===== src/rtl/countdown_timer.sv =====
// HH:MM:SS BCD countdown timer for the multimodal clock. Decrements once per
// TICKS_PER_SEC system ticks and flags expiry at 00:00:00.
module countdown_timer #(
  parameter int unsigned TICKS_PER_SEC = 1000
) (
  input  logic       clock_1kHz,
  input  logic       reset,
  input  logic       load,
  input  logic [3:0] set_h1,
  input  logic [3:0] set_h0,
  input  logic [3:0] set_m1,
  input  logic [3:0] set_m0,
  input  logic [3:0] set_s1,
  input  logic [3:0] set_s0,
  input  logic       start,
  input  logic       pause,
  output logic [3:0] h1,
  output logic [3:0] h0,
  output logic [3:0] m1,
  output logic [3:0] m0,
  output logic [3:0] s1,
  output logic [3:0] s0,
  output logic       running,
  output logic       expired,
  output logic       expired_pulse,
  output logic       load_err
);

  localparam int unsigned PW = $clog2(TICKS_PER_SEC);
  localparam logic [PW-1:0] LAST = PW'(TICKS_PER_SEC - 1);

  typedef enum logic [1:0] {S_IDLE, S_RUN, S_PAUSED, S_EXPIRED} state_e;

  state_e        state_q, state_d;
  logic [PW-1:0] prescale_q, prescale_d;
  logic [3:0]    h1_q, h0_q, m1_q, m0_q, s1_q, s0_q;
  logic [3:0]    h1_d, h0_d, m1_d, m0_d, s1_d, s0_d;
  logic          exp_pulse_q, exp_pulse_d;
  logic          load_err_q, load_err_d;

  logic [3:0] nh1, nh0, nm1, nm0, ns1, ns0;
  logic       b_s0, b_s1, b_m0, b_m1, b_h0;
  logic       preset_ok, time_zero, dec_zero;

  assign preset_ok = (set_s0 <= 4'd9) && (set_s1 <= 4'd5) &&
                     (set_m0 <= 4'd9) && (set_m1 <= 4'd5) &&
                     (set_h1 <= 4'd2) && (set_h0 <= 4'd9) &&
                     !((set_h1 == 4'd2) && (set_h0 > 4'd3));

  assign time_zero = ({h1_q, h0_q, m1_q, m0_q, s1_q, s0_q} == '0);

  // One-second BCD borrow chain, seconds units first.
  always_comb begin
    ns0 = s0_q - 4'd1;
    b_s0 = 1'b0;
    if (s0_q == 4'd0) begin
      ns0 = 4'd9;
      b_s0 = 1'b1;
    end
    ns1 = s1_q;
    b_s1 = 1'b0;
    if (b_s0) begin
      if (s1_q == 4'd0) begin
        ns1 = 4'd5;
        b_s1 = 1'b1;
      end else begin
        ns1 = s1_q - 4'd1;
      end
    end
    nm0 = m0_q;
    b_m0 = 1'b0;
    if (b_s1) begin
      if (m0_q == 4'd0) begin
        nm0 = 4'd9;
        b_m0 = 1'b1;
      end else begin
        nm0 = m0_q - 4'd1;
      end
    end
    nm1 = m1_q;
    b_m1 = 1'b0;
    if (b_m0) begin
      if (m1_q == 4'd0) begin
        nm1 = 4'd5;
        b_m1 = 1'b1;
      end else begin
        nm1 = m1_q - 4'd1;
      end
    end
    nh0 = h0_q;
    b_h0 = 1'b0;
    if (b_m1) begin
      if (h0_q == 4'd0) begin
        nh0 = 4'd9;
        b_h0 = 1'b1;
      end else begin
        nh0 = h0_q - 4'd1;
      end
    end
    nh1 = h1_q;
    if (b_h0) nh1 = h1_q - 4'd1;
    dec_zero = ({nh1, nh0, nm1, nm0, ns1, ns0} == '0);
  end

  always_comb begin
    state_d     = state_q;
    prescale_d  = prescale_q;
    h1_d        = h1_q;
    h0_d        = h0_q;
    m1_d        = m1_q;
    m0_d        = m0_q;
    s1_d        = s1_q;
    s0_d        = s0_q;
    exp_pulse_d = 1'b0;
    load_err_d  = 1'b0;
    if (load) begin
      if (preset_ok) begin
        {h1_d, h0_d, m1_d, m0_d, s1_d, s0_d} =
          {set_h1, set_h0, set_m1, set_m0, set_s1, set_s0};
        prescale_d = '0;
        state_d    = S_IDLE;
      end else begin
        load_err_d = 1'b1;
      end
    end else if (pause) begin
      // A pause on the wrap cycle leaves the prescaler at LAST, so the
      // pending decrement lands on the first RUN edge after resume.
      if (state_q == S_RUN) state_d = S_PAUSED;
    end else if (start && (state_q == S_IDLE || state_q == S_PAUSED)) begin
      if (!time_zero) state_d = S_RUN;
    end else if (state_q == S_RUN && !time_zero) begin
      if (prescale_q == LAST) begin
        prescale_d = '0;
        {h1_d, h0_d, m1_d, m0_d, s1_d, s0_d} = {nh1, nh0, nm1, nm0, ns1, ns0};
        if (dec_zero) begin
          state_d     = S_EXPIRED;
          exp_pulse_d = 1'b1;
        end
      end else begin
        prescale_d = prescale_q + 1'b1;
      end
    end
  end

  always_ff @(posedge clock_1kHz or posedge reset) begin
    if (reset) begin
      state_q     <= S_IDLE;
      prescale_q  <= '0;
      h1_q        <= '0;
      h0_q        <= '0;
      m1_q        <= '0;
      m0_q        <= '0;
      s1_q        <= '0;
      s0_q        <= '0;
      exp_pulse_q <= 1'b0;
      load_err_q  <= 1'b0;
    end else begin
      state_q     <= state_d;
      prescale_q  <= prescale_d;
      h1_q        <= h1_d;
      h0_q        <= h0_d;
      m1_q        <= m1_d;
      m0_q        <= m0_d;
      s1_q        <= s1_d;
      s0_q        <= s0_d;
      exp_pulse_q <= exp_pulse_d;
      load_err_q  <= load_err_d;
    end
  end

  assign {h1, h0, m1, m0, s1, s0} = {h1_q, h0_q, m1_q, m0_q, s1_q, s0_q};
  assign running       = (state_q == S_RUN);
  assign expired       = (state_q == S_EXPIRED);
  assign expired_pulse = exp_pulse_q;
  assign load_err      = load_err_q;

endmodule

===== config.mk =====
export PLATFORM = sky130hd
export DESIGN_NAME = countdown_timer
export DESIGN_NICKNAME = d
export VERILOG_FILES = /design/src/rtl/countdown_timer.sv
export SDC_FILE = /design/constraint.sdc
export NUM_CORES = 1
export LEC_CHECK = 0
export ABC_CLOCK_PERIOD_IN_PS = 3500
export CORE_MARGIN = 4
export CORE_UTILIZATION = 52
export DETAILED_ROUTE_END_ITERATION = 7
export GPL_ROUTABILITY_DRIVEN = 0
export GPL_TIMING_DRIVEN = 1
export PLACE_DENSITY = 0.77
export SLEW_MARGIN = 20
export SYNTH_ARGS = -nofsm -noshare
export SYNTH_HDL_FRONTEND = slang
export SYNTH_SLANG_ARGS = --single-unit

===== constraint.sdc =====
create_clock -name clock_1kHz -period 3.5 [get_ports clock_1kHz]
set_input_delay 1.05 -clock clock_1kHz [delete_from_list [all_inputs] [get_ports clock_1kHz]]
set_output_delay 1.05 -clock clock_1kHz [all_outputs]
set_load 0.005 [all_outputs]

==> results by group <==
Run status
  • Outcome: finished clean

Clock network
  • Reg clk slew, reported paths: 0.07 ns
  • # Post-CTS Setup Buffers: 0
  • H-tree Lvls: 2
  • Clk_lat worst skew: 0.29 ns
  • CTS resizes: 0
  • Total CTS buffers: 5
  • Clock root cell: clkbuf_8
  • CTS sink count: 38
  • Cts hold-fix bufs: 0
  • CTS max path bufs: 2
  • CTS tree: built

Setup path
  • Crit. End Element: flop
  • Critical path fanouts, max: 19
  • Worst EP arrival: 3.23 ns
  • CP Class: in2reg
  • Worst setup path startpoint: set_h1[2]
  • Startpoint types: primary input
  • Reg2reg start: s0[0]
  • Worst Path Required: 3.69 ns

Yosys
  • Ys flop type: dfrtp_1
  • Post-synth EDFFs: 0
  • Async SR Flop Fraction: 1.00
  • Yosys top cell by area: dfrtp_1
  • Cells after Synth: 333
  • Post-Syn Area: 2820 um2
  • Top cell type's share of synthesized area: 0.337
  • Sequential share of the synthesized area: 0.337
  • Post-synth cell types: 66
  • Top cells by area, synth: dfrtp_1 34%, a21oi_1 3.9%, o21ai_0 3.6%
  • Post-synth net total: 368
  • Flops & latches, synth: 38
  • Post-Syn Area per Cell: 8.47 um2
  • Yosys warning total: 0

STA
  • Final Hold Viols: 0
  • Least-Margin Pin Slew: 0.870 ns
  • Final setup violation count: 0
  • Fmax: 329 MHz
  • Slew HR: 0.416
  • Setup_tns: 0 ns
  • Hold slack: 0.502 ns
  • Max Slew Vio Count: 0
  • RSZ-0062 raised after global routing: no
  • Period utilisation layout: 0.869
  • Worst Clk Skew: 0.00625 ns
  • Final Critical Period: 3.04 ns

Power and ir drop
  • Max IR drop VDD: 210 uV
  • Power consumption: 1.16 mW
  • Leak: 1.44 nW
  • Pwr/cell area: 329 nW/um2

Cells and area
  • Most common cell after layout, fill and taps aside: clkdlybuf4s50_1
  • Layout Cells excl Fill: 455
  • Antenna cell count: 0
  • Core Util, Final: 0.685
  • Layout cells sized above 1: 0.0831
  • Layout area overhead: 25.6%
  • Commonest cells after routing, fill and taps aside: 56 x clkdlybuf4s50_1, 38 x dfrtp_1, 26 x nor2_1
  • Layout net count: 420

Drt
  • Post-Route WL: 8.49 mm
  • Drt first-iter violations: 271
  • DRT Pass-1 Iters: 5
  • DR top layer: met4
  • WL met3: 703 um
  • DR WL/cell: 18.7 um
  • DRC violations left: 0
  • Via/cell ratio: 6.44
  • M1 WL: 3.78 mm
  • Detail Route Antenna Nets: 0
  • Vias post-DR: 2931
  • WL met2: 3.80 mm

Placed design
  • I/O Buffers: 56
  • Placed Cells: 448
  • Dpl hpwl: 6.13 mm

Die
  • Initial Util: 0.545
  • Core Area: 5170 um2
  • Die width: 81.6 um
  • IO Pins: 57
  • Die span in y: 81.6 um
  • Area of the die: 6660 um2
  • Row cnt: 26

Global route
  • Number of global-route vias before repair: 2723
  • Initial antenna violation count: 0
  • Total Routing Usage GR: 0.267
  • Pin count of the biggest net entering global routing: 39
  • GR Overflow Total: 0
  • Global-route wire length before repair: 13.6 mm

Hold path
  • Hold Startpoint: prescale_q[8]
  • Hold Path Class: reg2reg

Run
  • Max-cap viol count: 0
==> registers in the layout (all words and copies together), names as in the netlist <==
register       cells
prescale_q        10
h0                 4
h1                 4
m0                 4
m1                 4
s0                 4
s1                 4
state_q            2
expired_pulse      1
load_err           1
==> Yosys cell counts, drive strengths merged (7+ instances only) <==
master   n
o22ai   12
buf      9
o21ai   21
nand2   20
nand3   11
nand4    7
a21oi   22
dfrtp   38
nor4    12
nor2    26
a22oi    9
nor3    14
clkbuf  13
inv     19
==> through the flow <==
| step | area [um2] | setup slack [ns] |
|---|---|---|
| after floorplan | 2820 | 0.610 |
| after global placement | 3460 | 0.227 |
| after detailed placement | 3460 | 0.151 |
| after CTS | 3540 | 0.459 |
| after global routing | 3540 | 0.303 |
| final | 3540 | 0.458 |
==> path summary, 6_finish.rpt <==
| path | to | slack, ns | cells past startpoint |
|---|---|---|---|
| max reg2reg | m1[0] | 0.57 | 8 |
| min | prescale_q[8] | 0.50 | 1 |
| min reg2reg | prescale_q[8] | 0.50 | 1 |
| min in group asynchronous | prescale_q[9] | 1.18 | 3 |
| max in group asynchronous | m1[1] | 1.97 | 3 |
| max | prescale_q[2] | 0.46 | 7 |
==> worst max-delay path, stage by stage <==
cell             delay, ns
clkdlybuf4s50_1       0.42
or4_1                 0.53
a221oi_1              0.33
nand3_1               0.23
buf_12                0.22
a2bb2o_1              0.27
a21o_1                0.17
==> logic make-up after synthesis <==
family | share of synthesized area
DFF | 0.337
adders and majority gates | 0.0266
buffers and inverters | 0.0657
muxes | 0.0217
xor gates and xnor gates | 0.00932
AOI/OAI and AO/OA | 0.289
and+or+nand+nor | 0.250
==> area by class of cell <==
| class | instances | area, um2 |
|---|---|---|
| Inverter | 20 | 75.1 |
| Timing Repair Buffer | 67 | 668 |
| Fill cell | 424 | 1630 |
| Clock buffer | 7 | 76.3 |
| Multi-Input combinational cell | 253 | 1680 |
| Sequential cell | 38 | 951 |
| Tap cell | 70 | 87.6 |
==> metal layers <==
layer | vias to the layer above | track usage
li1 | 1383 | -
met1 | 1383 | 0.382
met4 | 0 | 0.115
met5 | - | 0
met2 | 142 | 0.398
met3 | 23 | 0.0450
==> where the power goes <==
| group | switching (mW) | total, mW | internal, mW |
|---|---|---|---|
| clock | 0.154 | 0.292 | 0.137 |
| combinational | 0.156 | 0.324 | 0.168 |
| sequential | 0.0612 | 0.549 | 0.488 |
Power figures use the tool's default switching activity.
